<file path="src/rtl/mig7_arb_pkg.sv">
// Shared constants and FSM state type for the MIG7 user-interface arbiter.
package mig7_arb_pkg;

  localparam int ADDR_W = 28;
  localparam int DATA_W = 128;
  localparam int MASK_W = 16;

  localparam logic [2:0] APP_CMD_WRITE = 3'b000;
  localparam logic [2:0] APP_CMD_READ  = 3'b001;

  typedef enum logic [1:0] {
    ST_WAIT_CAL,
    ST_ARB,
    ST_WR_ISSUE,
    ST_RD_ISSUE
  } arb_state_e;

endpackage

</file>
<file path="src/rtl/mig7_arb_tag_fifo.sv">
// Outstanding-read tag FIFO: remembers which requester owns each in-flight read.
module mig7_arb_tag_fifo #(
  parameter int DEPTH = 16,
  parameter int TAG_W = 2
) (
  input  logic             i_clk,
  input  logic             i_rst,
  input  logic             i_push,
  input  logic [TAG_W-1:0] i_tag,
  input  logic             i_pop,
  output logic [TAG_W-1:0] o_tag,
  output logic             o_full,
  output logic             o_empty
);

  localparam int PTR_W = $clog2(DEPTH);

  logic [TAG_W-1:0] r_mem [DEPTH];
  logic [PTR_W-1:0] r_wr_ptr;
  logic [PTR_W-1:0] r_rd_ptr;
  logic [PTR_W:0]   r_count;
  logic             w_push;
  logic             w_pop;

  assign o_full  = (r_count == (PTR_W+1)'(DEPTH));
  assign o_empty = (r_count == '0);
  assign w_push  = i_push & ~o_full;
  assign w_pop   = i_pop & ~o_empty;
  assign o_tag   = r_mem[r_rd_ptr];

  always_ff @(posedge i_clk) begin
    if (w_push) r_mem[r_wr_ptr] <= i_tag;
  end

  always_ff @(posedge i_clk) begin
    if (i_rst) begin
      r_wr_ptr <= '0;
      r_rd_ptr <= '0;
      r_count  <= '0;
    end else begin
      if (w_push) r_wr_ptr <= r_wr_ptr + 1'b1;
      if (w_pop)  r_rd_ptr <= r_rd_ptr + 1'b1;
      if (w_push && !w_pop)      r_count <= r_count + 1'b1;
      else if (w_pop && !w_push) r_count <= r_count - 1'b1;
    end
  end

endmodule

</file>
<file path="src/rtl/mig7_arb.sv">
// Round-robin arbiter sharing one MIG7 user interface among NREQ requesters.
// Optional per-requester grant counters are built when MIG7_ARB_STATS_EN is defined.
//
// state       | meaning
// WAIT_CAL    | memory not calibrated, no grants
// ARB         | pick next eligible requester round-robin
// WR_ISSUE    | drive write command and write data until both accepted
// RD_ISSUE    | drive read command until accepted, then record owner tag
module mig7_arb
  import mig7_arb_pkg::*;
#(
  parameter int NREQ      = 4,
  parameter int TAG_DEPTH = 16
) (
  input  logic                        i_clk,
  input  logic                        i_rst,
  input  logic                        i_init_calib_complete,
  input  logic [NREQ-1:0]             i_req_valid,
  input  logic [NREQ-1:0]             i_req_write,
  input  logic [NREQ-1:0][ADDR_W-1:0] i_req_addr,
  input  logic [NREQ-1:0][DATA_W-1:0] i_req_wdata,
  input  logic [NREQ-1:0][MASK_W-1:0] i_req_mask,
  output logic [NREQ-1:0]             o_req_ready,
  output logic [NREQ-1:0]             o_rsp_valid,
  output logic [DATA_W-1:0]           o_rsp_data,
  output logic [ADDR_W-1:0]           o_app_addr,
  output logic [2:0]                  o_app_cmd,
  output logic                        o_app_en,
  output logic [DATA_W-1:0]           o_app_wdf_data,
  output logic                        o_app_wdf_end,
  output logic [MASK_W-1:0]           o_app_wdf_mask,
  output logic                        o_app_wdf_wren,
  output logic                        o_app_sr_req,
  output logic                        o_app_ref_req,
  output logic                        o_app_zq_req,
  input  logic [DATA_W-1:0]           i_app_rd_data,
  input  logic                        i_app_rd_data_end,
  input  logic                        i_app_rd_data_valid,
  input  logic                        i_app_rdy,
  input  logic                        i_app_wdf_rdy,
  output logic                        o_busy,
  output logic                        o_err_underflow
`ifdef MIG7_ARB_STATS_EN
  ,
  output logic [NREQ-1:0][31:0]       o_stat_grants
`endif
);

  localparam int TAG_W = $clog2(NREQ);

  arb_state_e        r_state;
  arb_state_e        w_state_nxt;
  logic [TAG_W-1:0]  r_rr_ptr;
  logic [TAG_W-1:0]  r_grant_idx;
  logic [TAG_W-1:0]  w_grant_idx;
  logic              w_grant_vld;
  logic              w_grant_fire;
  logic [NREQ-1:0]   w_eligible;
  logic              r_cmd_done;
  logic              r_data_done;
  logic [ADDR_W-1:0] r_addr;
  logic [DATA_W-1:0] r_wdata;
  logic [MASK_W-1:0] r_mask;
  logic [NREQ-1:0]   r_rsp_valid;
  logic [DATA_W-1:0] r_rsp_data;
  logic              r_err_underflow;
  logic              w_push;
  logic [TAG_W-1:0]  w_fifo_tag;
  logic              w_full;
  logic              w_empty;
  logic              w_unused;

  // Each beat carries a whole 128-bit word, so the end-of-burst marker adds nothing.
  assign w_unused = i_app_rd_data_end;

  mig7_arb_tag_fifo #(
    .DEPTH (TAG_DEPTH),
    .TAG_W (TAG_W)
  ) u_tag_fifo (
    .i_clk   (i_clk),
    .i_rst   (i_rst),
    .i_push  (w_push),
    .i_tag   (r_grant_idx),
    .i_pop   (i_app_rd_data_valid),
    .o_tag   (w_fifo_tag),
    .o_full  (w_full),
    .o_empty (w_empty)
  );

  // Reads wait while the tag FIFO is full; writes are never held back by it.
  always_comb begin
    for (int i = 0; i < NREQ; i++) begin
      w_eligible[i] = i_req_valid[i] & (i_req_write[i] | ~w_full);
    end
  end

  always_comb begin
    logic [TAG_W:0] v_sum;
    v_sum       = '0;
    w_grant_vld = 1'b0;
    w_grant_idx = '0;
    for (int k = 0; k < NREQ; k++) begin
      v_sum = {1'b0, r_rr_ptr} + (TAG_W+1)'(k);
      if (v_sum >= (TAG_W+1)'(NREQ)) v_sum = v_sum - (TAG_W+1)'(NREQ);
      if (!w_grant_vld && w_eligible[v_sum[TAG_W-1:0]]) begin
        w_grant_vld = 1'b1;
        w_grant_idx = v_sum[TAG_W-1:0];
      end
    end
  end

  always_comb begin
    w_state_nxt    = r_state;
    o_req_ready    = '0;
    o_app_en       = 1'b0;
    o_app_cmd      = APP_CMD_WRITE;
    o_app_wdf_wren = 1'b0;
    o_app_wdf_end  = 1'b0;
    w_push         = 1'b0;
    w_grant_fire   = 1'b0;
    case (r_state)
      ST_WAIT_CAL: begin
        if (i_init_calib_complete) w_state_nxt = ST_ARB;
      end
      ST_ARB: begin
        if (!i_init_calib_complete) begin
          w_state_nxt = ST_WAIT_CAL;
        end else if (w_grant_vld) begin
          w_grant_fire             = 1'b1;
          o_req_ready[w_grant_idx] = 1'b1;
          w_state_nxt = i_req_write[w_grant_idx] ? ST_WR_ISSUE : ST_RD_ISSUE;
        end
      end
      ST_WR_ISSUE: begin
        o_app_en       = ~r_cmd_done;
        o_app_wdf_wren = ~r_data_done;
        o_app_wdf_end  = ~r_data_done;
        if ((r_cmd_done | i_app_rdy) && (r_data_done | i_app_wdf_rdy)) begin
          w_state_nxt = i_init_calib_complete ? ST_ARB : ST_WAIT_CAL;
        end
      end
      ST_RD_ISSUE: begin
        o_app_en  = 1'b1;
        o_app_cmd = APP_CMD_READ;
        if (i_app_rdy) begin
          w_push      = 1'b1;
          w_state_nxt = i_init_calib_complete ? ST_ARB : ST_WAIT_CAL;
        end
      end
      default: w_state_nxt = ST_WAIT_CAL;
    endcase
  end

  always_ff @(posedge i_clk) begin
    if (i_rst) begin
      r_state         <= ST_WAIT_CAL;
      r_rr_ptr        <= '0;
      r_grant_idx     <= '0;
      r_cmd_done      <= 1'b0;
      r_data_done     <= 1'b0;
      r_addr          <= '0;
      r_wdata         <= '0;
      r_mask          <= '0;
      r_rsp_valid     <= '0;
      r_rsp_data      <= '0;
      r_err_underflow <= 1'b0;
    end else begin
      r_state <= w_state_nxt;
      if (w_grant_fire) begin
        r_rr_ptr    <= (w_grant_idx == TAG_W'(NREQ-1)) ? '0 : w_grant_idx + 1'b1;
        r_grant_idx <= w_grant_idx;
        r_addr      <= i_req_addr[w_grant_idx];
        r_wdata     <= i_req_wdata[w_grant_idx];
        r_mask      <= i_req_mask[w_grant_idx];
        r_cmd_done  <= 1'b0;
        r_data_done <= 1'b0;
      end
      if (r_state == ST_WR_ISSUE) begin
        if (o_app_en && i_app_rdy)           r_cmd_done  <= 1'b1;
        if (o_app_wdf_wren && i_app_wdf_rdy) r_data_done <= 1'b1;
      end
      r_rsp_valid <= '0;
      if (i_app_rd_data_valid) begin
        if (!w_empty) begin
          r_rsp_valid[w_fifo_tag] <= 1'b1;
          r_rsp_data              <= i_app_rd_data;
        end else begin
          r_err_underflow <= 1'b1;
        end
      end
    end
  end

`ifdef MIG7_ARB_STATS_EN
  logic [NREQ-1:0][31:0] r_stat_grants;

  always_ff @(posedge i_clk) begin
    if (i_rst) begin
      r_stat_grants <= '0;
    end else if (w_grant_fire) begin
      r_stat_grants[w_grant_idx] <= r_stat_grants[w_grant_idx] + 32'd1;
    end
  end

  assign o_stat_grants = r_stat_grants;
`endif

  assign o_app_addr      = r_addr;
  assign o_app_wdf_data  = r_wdata;
  assign o_app_wdf_mask  = r_mask;
  assign o_app_sr_req    = 1'b0;
  assign o_app_ref_req   = 1'b0;
  assign o_app_zq_req    = 1'b0;
  assign o_rsp_valid     = r_rsp_valid;
  assign o_rsp_data      = r_rsp_data;
  assign o_err_underflow = r_err_underflow;
  assign o_busy          = (r_state != ST_ARB) | ~w_empty;

endmodule

</file>
<file path="config.mk">
export PLATFORM = sky130hd
export DESIGN_NAME = mig7_arb
export DESIGN_NICKNAME = d
export VERILOG_FILES = /design/src/rtl/mig7_arb_pkg.sv /design/src/rtl/mig7_arb_tag_fifo.sv /design/src/rtl/mig7_arb.sv
export SDC_FILE = /design/constraint.sdc
export NUM_CORES = 1
export LEC_CHECK = 0
export BUFFER_PORTS_ARGS = -buffer_cell sky130_fd_sc_hd__buf_4
export CAP_MARGIN = 20
export CORE_AREA = 4 4 444 446
export DETAILED_ROUTE_END_ITERATION = 12
export DIE_AREA = 0 0 448 450
export HOLD_SLACK_MARGIN = 0.02
export PLACE_DENSITY = 0.3
export SLEW_MARGIN = 15
export SYNTH_ARGS = -nofsm -noshare
export SYNTH_HDL_FRONTEND = slang
export SYNTH_SLANG_ARGS = --single-unit
</file>
<file path="constraint.sdc">
create_clock -name i_clk -period 4.5 [get_ports i_clk]
set_input_delay 0.675 -clock i_clk [delete_from_list [all_inputs] [get_ports i_clk]]
set_output_delay 0.675 -clock i_clk [all_outputs]
set_load 0.1 [all_outputs]
</file>
* After elaboration in Yosys (flattened, before gate mapping)
Memories as Yosys holds them, arrays and structs flattened. A register that Yosys moved wholly into a read port is not among the register bits.
Index checks and enable logic that the tools add are counted.
** Storage, ports and cells
- Memories kept :: 1
- Bits in writable memories :: 32
- Register bits after elaboration :: 326
- Output and inout port bits :: 319
- Input bits :: 831
- Word-level logic and storage cells :: 153
** Memory list
- u_tag_fifo.r_mem :: depth 16, bits a word 2, rd ports 1, clocked after memory_dff 1, wr ports 1, line mig7_arb_tag_fifo.sv:18 : logic [TAG_W-1:0] r_mem [DEPTH];
** Operators by class
- Eq/ne operators :: 10
- Multiplexer cells :: 64
- $add $sub $neg :: 12
- Magnitude comparators :: 12
- Bitwise gates (word level) :: 18
- Reductions and logical operators :: 22
** Operators with widths (number)
- $bmux W128 S2 :: 1
- $mux W128 :: 1
- $bmux W28 S2 :: 1
- $bmux W16 S2 :: 1
- $mux W1 :: 28
- $mux W2 :: 14
- $mux W28 :: 1
- $mux W4 :: 5
- $lt A2 B3 Y1 const B :: 6
- $mux W16 :: 1
- $bmux W1 S2 :: 5
- $logic_and A1 B1 Y1 :: 10
- $mux W5 :: 2
- $ge A3 B3 Y1 const B :: 3
- $add A4 B1 Y4 const B :: 2
- $pmux W2 S4 :: 1
- $sub A2 B1 Y2 const B :: 4
- $or A1 B1 Y1 :: 7
- $add A2 B2 Y3 const B :: 2
- $and A1 B1 Y1 :: 6
- $eq A2 B2 Y1 const B :: 3
- $ne A2 B2 Y1 const B :: 3
- $add A5 B1 Y5 const B :: 1
- $eq A5 B5 Y1 const B :: 1
- other kinds (18) :: 29

* Logic depth before layout (Yosys ltp)
- Depth after elaboration :: 23
- Gate-level depth with buffers :: 16
- Depth with buffers taken out :: 13

* Hierarchy
From an unflattened synthesis, not the netlist that was laid out.
** Second synthesis, totals
- Cell total of the unflattened synthesis :: 2006
- Area, all modules :: 17732.0 um^2
** Modules (own cells, without submodules)
- mig7_arb :: seq. area each 6266.0 um^2, cells an instance 1845, area each 15587.4 um^2, times used 1
- mig7_arb_tag_fifo :: seq. area each 1301.2 um^2, cells an instance 161, area each 2144.6 um^2, times used 1

* Worst setup path after synthesis
OpenSTA, ideal clock, no wires.
- Kind :: reg-to-output
- From :: reg r_state[1]
- To :: out o_app_wdf_wren
- Path buffers :: 1
- Setup slack :: 0.470 ns
- Data required time :: 3.825 ns
- Data arrival time :: 3.355 ns
- Stages on the path, launching flop included :: 3
- Cells stage by stage :: dfxtp_1 > nor3b_1 > buf_4
** On the way
- Cells in the longest elaborated chain, start to end :: 2
** Ends and longest elaborated chain
- start: declaration :: line mig7_arb.sv:51 : arb_state_e r_state;
- start signal: assignment :: line mig7_arb.sv:168 : r_state <= w_state_nxt;
- $eq A2 B2 Y1
- $mux W1
- end: declaration :: line mig7_arb.sv:32 : output logic o_app_wdf_wren,
No other way between the ends.

* Worst setup path after layout
- From :: reg u_tag_fifo.r_count[0]
- To :: out o_req_ready[3]
** On the way
- Cells in the longest elaborated chain, start to end :: 23
- Elaborated cells on any way between the ends :: 40
- Those cells by class :: order compare: 2; eq/ne: 1; mux: 21; bitwise: 9; reduce/logical: 7
** Ends and longest elaborated chain
- start: declaration :: line mig7_arb_tag_fifo.sv:21 : logic [PTR_W:0] r_count;
- start signal: assignment :: line mig7_arb_tag_fifo.sv:43 : if (w_push && !w_pop) r_count <= r_count + 1'b1;
- start signal: assignment :: line mig7_arb_tag_fifo.sv:44 : else if (w_pop && !w_push) r_count <= r_count - 1'b1;
- $eq A5 B5 Y1 * :: line mig7_arb_tag_fifo.sv:25 : assign o_full = (r_count == (PTR_W+1)'(DEPTH));
- $not A1 Y1 * :: line mig7_arb.sv:93 : w_eligible[i] = i_req_valid[i] & (i_req_write[i] | ~w_full);
- $or A1 B1 Y1 :: line mig7_arb.sv:93
- $and A1 B1 Y1 :: line mig7_arb.sv:93
- $bmux W1 S2 :: line mig7_arb.sv:105 : if (!w_grant_vld && w_eligible[v_sum[TAG_W-1:0]]) begin
- $mux W1 (implied by the code) :: line mig7_arb.sv:105
- $mux W1 :: line mig7_arb.sv:105
- $logic_not A1 Y1 :: line mig7_arb.sv:105
- [... 7 more ...]
- $mux W2 :: line mig7_arb.sv:105
- $lt A2 B3 Y1 (implied by the code) / $ge A2 B1 Y1 (equally long branches) :: line mig7_arb.sv:130 : o_req_ready[w_grant_idx] = 1'b1;
- $logic_and A1 B1 Y1 (implied by the code) :: line mig7_arb.sv:130
- $mux W1 (implied by the code) :: line mig7_arb.sv:130
- $demux W1 S2 :: line mig7_arb.sv:130
- $mux W4 * :: line mig7_arb.sv:128 : end else if (w_grant_vld) begin
- $mux W4 * :: line mig7_arb.sv:126 : if (!i_init_calib_complete) begin
- $mux W4 * :: line mig7_arb.sv:121 : case (r_state)
- end: declaration :: line mig7_arb.sv:23 : output logic [NREQ-1:0] o_req_ready,
Mark *: on every way between the ends. The rest lies on a longest branch, timed or not. The select of a mux whose other input is x is not followed.

==> flow_summary.toml <==
[status]
status = "completed"

[setup_path]
reg2reg_setup_slack_ns = 0.70
cp.required_ns = 3.83
path_max_fanout = 37
worst_setup_path_end_kind = "output pin"
r2r_cells = 9
timing.rr.end = "o_app_wdf_data[2]$_SDFFE_PP0P_"
crit_buf_inv = 2
cp-startpoint = "u_tag_fifo.r_count[0]$_SDFFE_PP0P_"
path_class = "flip-flop to output pin"
regToRegStartpoint = "u_tag_fifo.r_count[0]$_SDFFE_PP0P_"
path_cells = "or4_1, o21a_1, a32oi_4, a22oi_2, inv_8, ha_1, and2_1, buf_4"
slowest_delay_ns = 0.73
crit_path_top_delay_cell = "or4_1"
path_delay_family = "compound AO/OA/AOI/OAI gates"
arrival_ns = 3.62
critPathLaunchType = "flip-flop"

[cells_and_area]
layout_common_cells = "buf_4, inv_1, a221oi_1"
drive_above_1_share_pct = 37.00
nets = 4450
final_common_cell = "buf_4"
syn_to_final_growth_pct = 62.73

[place]
gp_congestion = 0.8433
portBuffers = 1143
place_worst_setup_slack_ns = 0.6242
dp_hpwl_um = 124600

[timing]
period_needed_ns = 4.294
slew_violations = 0
fin_ws_ns = 0.2060
hold_viol = 0
max_freq_mhz = 232.9
finalCritPeriodShare_pct = 95.42
skew_ns = 0.06264
finalSetupViolations = 0
worst_pin_slew_ns = 1.054
slew_headroom_pct = 29.73
fin_tns_setup_ns = 0
rsz0062_at_grt = "false"

[die]
rows = 161
die-area_mm2 = 0.2016
design.core.area_mm2 = 0.1926
die_w_um = 448
io_pins = 1150
initial_utilization_pct = 11.10
die_h_um = 450

[grt]
grt_max_degree = 137
use_met1_pct = 17.87
grt.met2_usage_pct = 27.44
grtUsageMet3_pct = 4.525
grt_pass1_vias = 25580
top_usage_layer = "met2"
grt-ovfl-total = 0
grt_pass1_wl_um = 220800
track_usage_pct = 15.35
antenna_found_initial = 42

[power]
p_per_area_mw_per_mm2 = 537.1
p_total_mw = 18.69
peakVddDrop_mv = 0.3433
p_leak_nw = 14.64

[clock_network]
cts_tree = "built"
clk_path_buf_depth = 3
numCtsBuffers = 55
cts_root_buffer = "clkbuf_16"
cts.sinks = 362
worstSkewPairLatency_ns = 0.71
cts.clk_slew.worst_paths_ns = 0.06
h-tree-depth = 2

[synth]
ys_seq_area_share_pct = 35.39
synth_top_cell_area_share_pct = 30.89
synth-seq-cells = 362
synth-main-ff-cell = "dfxtp_1"
synth-edff-count = 32
ys.warnings.count = 0
async_reset_ff_share_pct = 0
ys_top_cells_by_area = "dfxtp_1, a221oi_1, a211oi_1"
synth.cell_area_mm2 = 0.02138
netlist_instances = 2646
syn_avg_cell_area_um2 = 8.082
synthDistinctLibCells = 53
synth_area_leader_cell = "dfxtp_1"

[drt]
avgViaCountPerCell = 4.159
drt_first_iter_violations = 1879
drc = 0
dr.pass1.iters = 5
totalWireLength_um = 164500
wl_per_cell_um = 26.57
dr_total_vias = 25760
ant_nets = 0

[hold_path]
worst_hold_startpoint = "i_app_rd_data[86]"
hold_path_end = "o_rsp_data[86]$_SDFFE_PP0P_"
whs_path_depth = 3
hold_class = "input pin to flip-flop"

[flow_run]
max-cap-violations = 0
[state kept, by name, summed over array words and instances (netlist names), named ones only]
signal               count
r_cmd_done               1
r_grant_idx              2
o_app_wdf_data         128
u_tag_fifo.r_count       5
u_tag_fifo.r_wr_ptr      4
r_state                  2
o_app_addr              28
u_tag_fifo.r_mem        32
o_app_wdf_mask          16
r_data_done              1
o_rsp_valid              4
r_rr_ptr                 2
o_err_underflow          1
u_tag_fifo.r_rd_ptr      4
o_rsp_data             128
[per-layer routing]
layer / vias to the layer above / wire length (um)
li1: 11790 / -
met1: 12670 / 63700
met2: 1078 / 83900
met3: 195 / 13070
met4: 26 / 3717
met5: - / 163
[timing repair]
| action | CTS | global route |
|---|---|---|
| endpoints found under the setup margin | 1 | 2 |
| pin swaps | 1 | 2 |
| hold buffers | 0 | 0 |
| gates resized for setup | 2 | 0 |
| endpoints found under the hold margin | 0 | 0 |
| setup buffers | 2 | 1 |
[tightest hold or removal path, cell delays in order]
cell and delay, ns:
buf_4 0.11, nand2_1 0.04, a21oi_1 0.05
[how the worst max path moves through the flow]
stage	end	slack [ns]	depth (start not counted)
after floorplan	o_app_wdf_wren	0.47	2
after CTS	o_req_ready[1]	0.01	8
after global routing	o_req_ready[3]	0.02	8
final	o_req_ready[3]	0.21	8
after global placement	o_app_wdf_data[2]$_SDFFE_PP0P_	0.63	9
after detailed placement	o_app_wdf_data[2]$_SDFFE_PP0P_	0.62	9
[synthesized netlist by cell type (all sizes together) (2+ instances only)]
| cell type | instances |
|---|---|
| a22oi | 2 |
| nand3b | 173 |
| a311o | 2 |
| nand3 | 2 |
| xnor2 | 3 |
| clkbuf | 255 |
| nand4 | 3 |
| xor2 | 7 |
| and2 | 6 |
| nor4 | 3 |
| mux4 | 10 |
| a211oi | 344 |
| o21ai | 6 |
| edfxtp | 32 |
| or3 | 3 |
| nand2 | 274 |
| mux2i | 2 |
| ha | 13 |
| a32oi | 2 |
| a221oi | 345 |
| inv | 358 |
| o31ai | 172 |
| a21oi | 146 |
| nor3 | 4 |
| buf | 89 |
| nor2b | 3 |
| nor2 | 36 |
| a2bb2oi | 2 |
| dfxtp | 330 |
| a21o | 2 |
| nand2b | 6 |
[power by group]
part	internal, mW	total (mW)	switching [mW]
Combinational	2.49	9.94	7.45
Clock	2.73	4.64	1.91
Sequential	3.76	4.12	0.353
Total	8.98	18.7	9.71
[metrics by stage]
step | util (%) | hold slack (ns) | instances | area, um2
3_5_place_dp | 17.05 | 0.4479 | 6071 | 32840
3_3_place_gp | 17.05 | 0.4429 | 6071 | 32840
6_report | 18.07 | 0.2076 | 6194 | 34800
2_1_floorplan | - | 0.4678 | 2650 | 21400
5_1_grt | 18.06 | 0.1663 | 6190 | 34790
4_1_cts | 18.04 | 0.1323 | 6176 | 34750
[cell families after synthesis]
family / after synthesis / synth area share (%)
adder cells (fa/ha/maj): 14 / 0.8543
AND/OR/NAND/NOR: 517 / 12.50
AO/OA/AOI/OAI: 1028 / 36.63
XOR/XNOR: 10 / 0.4096
multiplexers: 12 / 1.147
buffers and inverters: 702 / 13.06
other: 1 / 0.01754
flip-flops: 362 / 35.39
[layout make-up]
class                      instances  area [um2]
antenna                           17       42.54
clock buffer                      82        1588
clock inverter                    21       301.5
fill                           21980      157800
inverter                         358        1361
multi-input combinational       1586       11130
sequential                       362        7567
tap                             2526        3161
timing repair buffer            1242        9652
(Power assumes the default switching activity.)
